`config.mk`:
```
export PLATFORM = sky130hd
export DESIGN_NAME = mem_wb_skid_stage
export DESIGN_NICKNAME = d
export VERILOG_FILES = /design/src/rtl/mem_wb_skid_stage.sv
export SDC_FILE = /design/constraint.sdc
export NUM_CORES = 1
export LEC_CHECK = 0
export CORE_ASPECT_RATIO = 1.4
export CORE_UTILIZATION = 35
export CTS_BUF_LIST = sky130_fd_sc_hd__clkbuf_16
export CTS_CLUSTER_DIAMETER = 200
export DETAILED_ROUTE_END_ITERATION = 10
export GPL_TIMING_DRIVEN = 0
export SLEW_MARGIN = 20
export SYNTH_ARGS = -nofsm -noshare
export SYNTH_HDL_FRONTEND = slang
export SYNTH_SLANG_ARGS = --single-unit
```
`constraint.sdc`:
```
create_clock -name clk -period 2.6 [get_ports clk]
set_input_delay 0.52 -clock clk [delete_from_list [all_inputs] [get_ports clk]]
set_output_delay 0.52 -clock clk [all_outputs]
set_load 0.1 [all_outputs]
```
`src/rtl/mem_wb_skid_stage.sv`:
```
// -----------------------------------------------------------------------------
// mem_wb_skid_stage
//
// MEM/WB pipeline stage for the AdamRiscv core. A two-entry skid buffer
// (head + skid) with a valid/ready handshake on both sides, so stalls
// in writeback neither drop nor duplicate results.
//
// Ports:
//   clk, rst            clock, synchronous active-low reset
//   flush               synchronous kill of every buffered entry
//   me_valid/me_ready   upstream handshake (me_ready is decoded from state only)
//   me_*                upstream entry fields
//   wb_valid/wb_ready   downstream handshake, wb_* reflect the head entry
//   fwd_valid/rd/data   registered scalar forwarding view of the head entry
//   occupancy           number of buffered entries (0, 1 or 2)
// -----------------------------------------------------------------------------
module mem_wb_skid_stage #(
    parameter int XLEN = 32,
    parameter int MLEN = 128,
    parameter int RW   = 5,
    parameter int SELW = 2
) (
    input  logic            clk,
    input  logic            rst,
    input  logic            flush,
    input  logic            me_valid,
    output logic            me_ready,
    input  logic [XLEN-1:0] me_mem_data,
    input  logic [XLEN-1:0] me_alu_o,
    input  logic [MLEN-1:0] me_matrix_o,
    input  logic [RW-1:0]   me_rd,
    input  logic            me_mem2reg,
    input  logic [SELW-1:0] me_w_select,
    output logic            wb_valid,
    input  logic            wb_ready,
    output logic [XLEN-1:0] wb_mem_data,
    output logic [XLEN-1:0] wb_alu_o,
    output logic [MLEN-1:0] wb_matrix_o,
    output logic [RW-1:0]   wb_rd,
    output logic            wb_mem2reg,
    output logic [SELW-1:0] wb_w_select,
    output logic            fwd_valid,
    output logic [RW-1:0]   fwd_rd,
    output logic [XLEN-1:0] fwd_data,
    output logic [1:0]      occupancy
);

    localparam int EW = 2 * XLEN + MLEN + RW + 1 + SELW;

    localparam logic [1:0] ST_EMPTY = 2'd0;
    localparam logic [1:0] ST_ONE   = 2'd1;
    localparam logic [1:0] ST_FULL  = 2'd2;

    logic [1:0]      r_state;
    logic [EW-1:0]   r_head;
    logic [EW-1:0]   r_skid;
    logic            r_fwd_valid;
    logic [RW-1:0]   r_fwd_rd;
    logic [XLEN-1:0] r_fwd_data;

    logic [1:0]      w_state_next;
    logic [EW-1:0]   w_head_next;
    logic [EW-1:0]   w_skid_next;
    logic [EW-1:0]   w_in;
    logic            w_accept;
    logic            w_pop;

    // Fields of the next head entry, used to precompute the forwarding port.
    logic [XLEN-1:0] w_hn_mem_data;
    logic [XLEN-1:0] w_hn_alu_o;
    logic [MLEN-1:0] w_hn_matrix_o;
    logic [RW-1:0]   w_hn_rd;
    logic            w_hn_mem2reg;
    logic [SELW-1:0] w_hn_w_select;
    logic            w_fwd_valid_next;
    logic [XLEN-1:0] w_fwd_data_next;

    assign w_in = {me_mem_data, me_alu_o, me_matrix_o, me_rd, me_mem2reg, me_w_select};

    // me_ready depends on the state register only, never on wb_ready.
    assign me_ready  = (r_state != ST_FULL);
    assign wb_valid  = (r_state != ST_EMPTY);
    assign occupancy = r_state;
    assign w_accept  = me_valid & me_ready;
    assign w_pop     = wb_valid & wb_ready;

    assign {wb_mem_data, wb_alu_o, wb_matrix_o, wb_rd, wb_mem2reg, wb_w_select} = r_head;

    assign fwd_valid = r_fwd_valid;
    assign fwd_rd    = r_fwd_rd;
    assign fwd_data  = r_fwd_data;

    // Next-state and next-entry selection for the skid buffer.
    always_comb begin
        w_state_next = r_state;
        w_head_next  = r_head;
        w_skid_next  = r_skid;
        case (r_state)
            ST_EMPTY: begin
                if (w_accept) begin
                    w_head_next  = w_in;
                    w_state_next = ST_ONE;
                end else begin
                    w_state_next = ST_EMPTY;
                end
            end
            ST_ONE: begin
                if (w_accept && w_pop) begin
                    w_head_next  = w_in;
                    w_state_next = ST_ONE;
                end else if (w_accept) begin
                    w_skid_next  = w_in;
                    w_state_next = ST_FULL;
                end else if (w_pop) begin
                    w_state_next = ST_EMPTY;
                end else begin
                    w_state_next = ST_ONE;
                end
            end
            ST_FULL: begin
                // The skid entry is older than anything upstream, so it
                // becomes the head; upstream is stalled by me_ready = 0.
                if (w_pop) begin
                    w_head_next  = r_skid;
                    w_state_next = ST_ONE;
                end else begin
                    w_state_next = ST_FULL;
                end
            end
            default: begin
                w_state_next = ST_EMPTY;
            end
        endcase
        // Flush only invalidates; stale data is harmless while wb_valid = 0.
        if (flush) begin
            w_state_next = ST_EMPTY;
        end else begin
            w_state_next = w_state_next;
        end
    end

    assign {w_hn_mem_data, w_hn_alu_o, w_hn_matrix_o, w_hn_rd, w_hn_mem2reg, w_hn_w_select} = w_head_next;

    // Forwarding view of the next head, registered alongside it so that
    // fwd_* always describe the entry on wb_* with no combinational decode.
    always_comb begin
        w_fwd_valid_next = (w_state_next != ST_EMPTY) &&
                           (w_hn_rd != {RW{1'b0}}) &&
                           (w_hn_w_select != {SELW{1'b0}});
        if (w_hn_mem2reg) begin
            w_fwd_data_next = w_hn_mem_data;
        end else begin
            w_fwd_data_next = w_hn_alu_o;
        end
    end

    // State, entry and forwarding registers with synchronous active-low reset.
    always_ff @(posedge clk) begin
        if (!rst) begin
            r_state     <= ST_EMPTY;
            r_head      <= {EW{1'b0}};
            r_skid      <= {EW{1'b0}};
            r_fwd_valid <= 1'b0;
            r_fwd_rd    <= {RW{1'b0}};
            r_fwd_data  <= {XLEN{1'b0}};
        end else begin
            r_state     <= w_state_next;
            r_head      <= w_head_next;
            r_skid      <= w_skid_next;
            r_fwd_valid <= w_fwd_valid_next;
            r_fwd_rd    <= w_hn_rd;
            r_fwd_data  <= w_fwd_data_next;
        end
    end

endmodule

```
=== Yosys cells after proc, flatten, opt, wreduce, memory -nomap -nowiden ===
Index checks and enable logic that the tools add are counted.

* Muxes and demuxes: 12
* Equal/unequal tests: 6
* Bitwise gates (word level): 3
* Reduce and logical (&&, ||, !) cells: 11

{| class="wikitable"
|+ Operators by type and width
! kind !! number
|-
| 200-bit two-way mux || 3
|-
| 200-bit one-hot mux with 3 select lines || 1
|-
| 32-bit two-way mux || 1
|-
| 2-bit two-way mux || 4
|-
| 2-bit != test, second input constant || 4
|-
| 2-bit one-hot mux with 3 select lines || 1
|-
| 2-bit nonzero test || 3
|-
| 5-bit nonzero test || 1
|-
| 4-bit AND reduction || 1
|-
| 1-bit logical AND || 3
|-
| 3-bit AND reduction || 1
|-
| 3-bit nonzero test || 1
|-
| 1-bit AND || 2
|-
| 2-bit by 1-bit equality test with 1-bit output, second input constant || 1
|-
| 2-bit equality test, second input constant || 1
|-
| 2-bit logical NOT || 1
|-
| 1-bit two-way mux || 2
|-
| 1-bit inverter || 1
|}

* Output and inout port bits: 242
* Logic and storage cells: 39
* Input port bits: 205
* Flip-flop bits (word level): 440

=== Depth between registers and ports, before layout ===
* Depth in word-level cells: 10
* Depth in mapped cells: 12
* Depth with buffers taken out: 8

=== Least setup slack after synthesis ===
No wires, ideal clock.

* Path type: reg2reg
* Start point: reg r_state[0], in the netlist occupancy[0]
* End point: reg r_fwd_data[10], in the netlist fwd_data[10]
* Buffers on the path: 4
* Setup time: 117 ps
* Period minus slack after synthesis: 3925 ps
* Required time: 2483 ps
* Arrival time: 3808 ps
* Cell stages (with the launch flop): 12
* Path slack: -1325 ps
* Path through: dfxtp_1 buf_6 clkbuf_1 nand2b_1 and2_1 ha_1 nand3b_1 o21a_1 buf_6 buf_6 a221o_1 o22a_1

* Word-level cells in the longest chain between the ends: 6
* Elaborated cells on any way between the ends: 13
* Those cells by class: eq/ne (3); mux (5); bitwise (2); reduce/logical (3)

{| class="wikitable"
|+ RTL lines
! what !! RTL line !! source
|-
| from (decl) || 54 || <nowiki>logic [1:0] r_state;</nowiki>
|-
| from (signal assigned) || 167 || <nowiki>r_state <= w_state_next;</nowiki>
|-
| 2-bit != test * || 81 || <nowiki>assign me_ready = (r_state != ST_FULL);</nowiki>
|-
| via me_ready || 27 || <nowiki>output logic me_ready,</nowiki>
|-
| 1-bit AND * || 84 || <nowiki>assign w_accept = me_valid & me_ready;</nowiki>
|-
| 1-bit logical AND || 108 || <nowiki>if (w_accept && w_pop) begin</nowiki>
|-
| 200-bit two-way mux || 108 ||
|-
| 200-bit one-hot mux with 3 select lines * || 98 || <nowiki>case (r_state)</nowiki>
|-
| 32-bit two-way mux * || 150 || <nowiki>if (w_hn_mem2reg) begin</nowiki>
|-
| to (signal assigned) || 165 || <nowiki>r_fwd_data <= {XLEN{1'b0}};</nowiki>
|-
| to (signal assigned) || 172 || <nowiki>r_fwd_data <= w_fwd_data_next;</nowiki>
|-
| to (decl) || 59 || <nowiki>logic [XLEN-1:0] r_fwd_data;</nowiki>
|}

Mark *: on every way through the listed nets, which the timed path passes. The rest lies on a longest branch. The select of a mux whose other input is x is not followed.
A chain may end at the register's enable or synchronous reset.

=== Worst setup path in the final report ===
* Start point: reg r_head[106]
* End point: out wb_matrix_o[98]

{| class="wikitable"
|+ RTL lines
! what !! RTL line !! source
|-
| from (decl) || 55 || <nowiki>logic [EW-1:0] r_head;</nowiki>
|-
| from (signal assigned) || 161 || <nowiki>r_head <= {EW{1'b0}};</nowiki>
|-
| from (signal assigned) || 168 || <nowiki>r_head <= w_head_next;</nowiki>
|-
| to (decl) || 38 || <nowiki>output logic [MLEN-1:0] wb_matrix_o,</nowiki>
|}

No word-level cell between the ends.

==> results.py <==
metrics = {
    "logic_synthesis": {
        "synth_compound_gate_area_share": 0.2311,
        "synth_area_um2": 16020,
        "syn_inst": 1747,
        "synth_warnings": 0,
        "synth_nets": 1954,
        "netlist_top_cells_area": "sky130_fd_sc_hd__dfxtp_1, sky130_fd_sc_hd__nand2_1, sky130_fd_sc_hd__a222oi_1, sky130_fd_sc_hd__a21oi_1, sky130_fd_sc_hd__nor2_1",
        "synthXorXnorAreaFrac": 0,
        "seq_area_frac_synth": 0.5437,
        "syn-mean-instance-area_um2": 9.169,
        "synth_adder_area_share": 0.001562,
        "synthSimpleGateAreaFrac": 0.1596,
        "postSynthRegisterBits": 435,
        "yosys_cell_types": 35,
        "synth_area_leader_cell": "sky130_fd_sc_hd__dfxtp_1",
        "yosys.area.top_type_share": 0.5437,
        "synth.area.mux_share": 0.002343,
        "largest_family_of_logic_cells_by_synthesized_area": "compound AO/OA/AOI/OAI gates",
    },
    "worst_setup_path": {
        "worst_ep_arrival_time_ns": 2.05,
        "timing.critical_path.cells": "clkdlybuf4s50_1",
        "worst_ep_required_time_ns": 2.08,
        "cp-end-kind": "primary output",
        "highest_net_fanout_along_the_worst_path": 2,
        "path_buf_inv": 1,
        "critical_path.top_delay_family": "buffers and inverters",
        "crit_path_start_kind": "flop",
        "timing_worst_setup_path_type": "reg -> out",
        "crit_path_max_incr_delay_ns": 1.14,
        "critical-path-slowest-cell": "sky130_fd_sc_hd__clkdlybuf4s50_1",
    },
    "clocking": {
        "cts.clk_slew.worst_paths_ns": 0.06,
        "clock_sinks": 435,
        "cts_tree": "done",
        "cell_chosen_for_the_clock_root": "sky130_fd_sc_hd__clkbuf_16",
        "cts_htree_levels": 2,
        "clk_latency_ns": 0.54,
        "clock_tree.buffer_depth": 3,
        "tritoncts.num_buffers": 43,
    },
    "placed_design": {
        "port_buffers": 446,
        "post-dp-hpwl_mm": 44.42,
        "place.gp.congestion": 0.8873,
        "dpl_cell_area_um2": 21380,
    },
    "sta": {
        "slew_viol_final": 0,
        "finalSetupTns_ns": 0,
        "tightestPinTransition_ns": 1.074,
        "hold_viol_final": 0,
        "fin_skew_ns": 0.01310,
        "final.hold.worst_slack_ns": 0.4488,
        "setup-violations-final": 0,
        "fmax_mhz": 388.9,
        "timing.max_slew.rel_slack": 0.2869,
        "min_period_ns": 2.571,
        "post-route-period-util": 0.9890,
    },
    "layout": {
        "final_nets": 2447,
        "postLayoutCellArea_um2": 22940,
        "multi_input_area_um2": 6360,
        "layout_commonest_cell": "sky130_fd_sc_hd__dfxtp_1",
        "drive_gt1_frac": 0.08667,
        "fillerInstances": 4289,
        "sequential_cell_area_um2": 8716,
        "post_synthesis_to_final_layout_area_growth_pct": 43.20,
        "most-common-layout-cells": "sky130_fd_sc_hd__dfxtp_1, sky130_fd_sc_hd__nand2_1, sky130_fd_sc_hd__clkdlybuf4s50_1",
    },
    "die": {
        "top_level_ports": 447,
        "die_h_um": 255.1,
        "num_rows": 92,
        "floorplan.die.width_um": 182.8,
        "initial_core_util": 0.3550,
        "design.die.area_um2": 46640,
        "floorplan.core_area_um2": 45120,
    },
    "global_routing": {
        "globalRouteOverflowTotal": 0,
        "first_global_vias": 15270,
        "grt_usage": 0.2458,
        "grt_antenna_before_repair": 10,
        "grt_first_pass_wirelength_mm": 88.59,
        "grt_start_max_net_pins": 15,
    },
    "pwr": {
        "share_comb_of_total_power": 0.226,
        "sequentialPowerShare": 0.418,
        "totalPowerFinal_mw": 17.14,
        "vdd_drop_max_mv": 0.5660,
        "p_int_mw": 11.59,
        "power_density_nw_per_um2": 747.1,
        "p_sw_mw": 5.547,
        "leakage_power_of_the_design_nw": 9.291,
        "power.switching_fraction": 0.3237,
        "power.clock.fraction": 0.356,
    },
    "drt": {
        "drt-wirelength-per-cell_um": 20.53,
        "drtAntennaViolNets": 0,
        "drc_errors": 0,
        "detailedRoute.firstPassIterationCount": 9,
        "avgViaCountPerCell": 5.239,
        "initialDrtViolationCount": 1173,
        "route.vias.total": 15150,
        "detail_route.wirelength_mm": 59.35,
    },
    "flow_run": {
        "cap_viol_max_count": 0,
    },
    "run_status": {
        "run_status": "complete, no violations",
    },
    "worst_hold_path": {
        "worstHoldPathType": "reg -> reg",
    },
}
## registers in the layout, indices dropped and copies added, names as in the netlist
name       cells
r_head       200
r_skid       200
fwd_data      32
occupancy      2
fwd_valid      1
## per-layer routing
metal	GRT usage	vias to the layer above	routed length, um
li1	-	7272	-
met1	0.2533	7214	21200
met2	0.4628	551	31210
met3	0.07328	105	5018
met4	0.09595	4	1899
met5	0	-	25
## Yosys cell counts, drive strengths merged
cell type    n
nor3         1
nor2b        3
nor3b        1
inv          2
clkinv       1
and2        68
ha           2
mux2i        1
a21oi      235
o22ai        2
dfxtp      435
a22oi        1
nor2       138
or4          2
a32oi       33
nand2b       4
a222oi     135
nand3b       2
or2          1
a221oi       1
a221o       32
mux2         1
buf        106
o211ai      33
o22a        32
clkbuf      71
and3b        1
o21a         1
nand2      402
## power by group through the flow
stage / Combinational (mW) / Clock, mW / Sequential, mW
floorplan: 0.897 / 0 / 9.05
finish: 3.86 / 6.11 / 7.16
CTS: 3.88 / 6.25 / 7.16
detailed placement: 3.89 / 0 / 7.31
global route: 4.01 / 6.51 / 7.19
global placement: 3.87 / 0 / 7.30
## path summary, 6_finish.rpt
check / start / end / slack, ns / cells past startpoint
worst max register to register: occupancy[0]$_SDFF_PN0_ / fwd_data[12]$_SDFF_PN0_ / 0.09 / 9
worst min register to register: r_skid[174]$_SDFFE_PN0P_ / r_skid[174]$_SDFFE_PN0P_ / 0.45 / 2
worst max-delay path: r_head[106]$_SDFFE_PN0P_ / wb_matrix_o[98] / 0.03 / 1
worst min-delay path: r_skid[174]$_SDFFE_PN0P_ / r_skid[174]$_SDFFE_PN0P_ / 0.45 / 2
## repair_timing
item | CTS | global route
buffers inserted | 2 | 1
hold buffers | 0 | 0
setup endpoints to repair | 350 | 270
resized for setup | 95 | 70
pin swaps | 7 | 3
cloned | 1 | 1
## logic make-up (layout without fill, tap and decap cells)
kind of cell             Yosys count  count (layout)
AND/OR/NAND/NOR                  623             623
AO/OA/AOI/OAI                    505             505
multiplexers                       2               2
other                              0               7
buffers and inverters            180             706
flip-flops                       435             435
adder cells (fa/ha/maj)            2               2
## per-stage QoR
step                instances  setup slack (ns)    util
finish                   2891           0.02850  0.5083
global route             2890        -0.0005400  0.5083
CTS                      2883          -0.01061  0.5041
detailed placement       2804           -0.5572  0.4738
global placement         2804           -0.5329  0.4738
floorplan                1747           -0.1305       -
## cell type report
class                           instances  share of cell area
Timing Repair Buffer                  451              0.1997
Clock inverter                         32            0.009710
Clock buffer                           46             0.05019
Tap cell                              611             0.03333
Multi-Input combinational cell       1132              0.2773
Inverter                                3           0.0004909
Sequential cell                       435              0.3800
Antenna cell                            7           0.0007637
Buffer                                174             0.04855
Power figures use the tool's default switching activity.
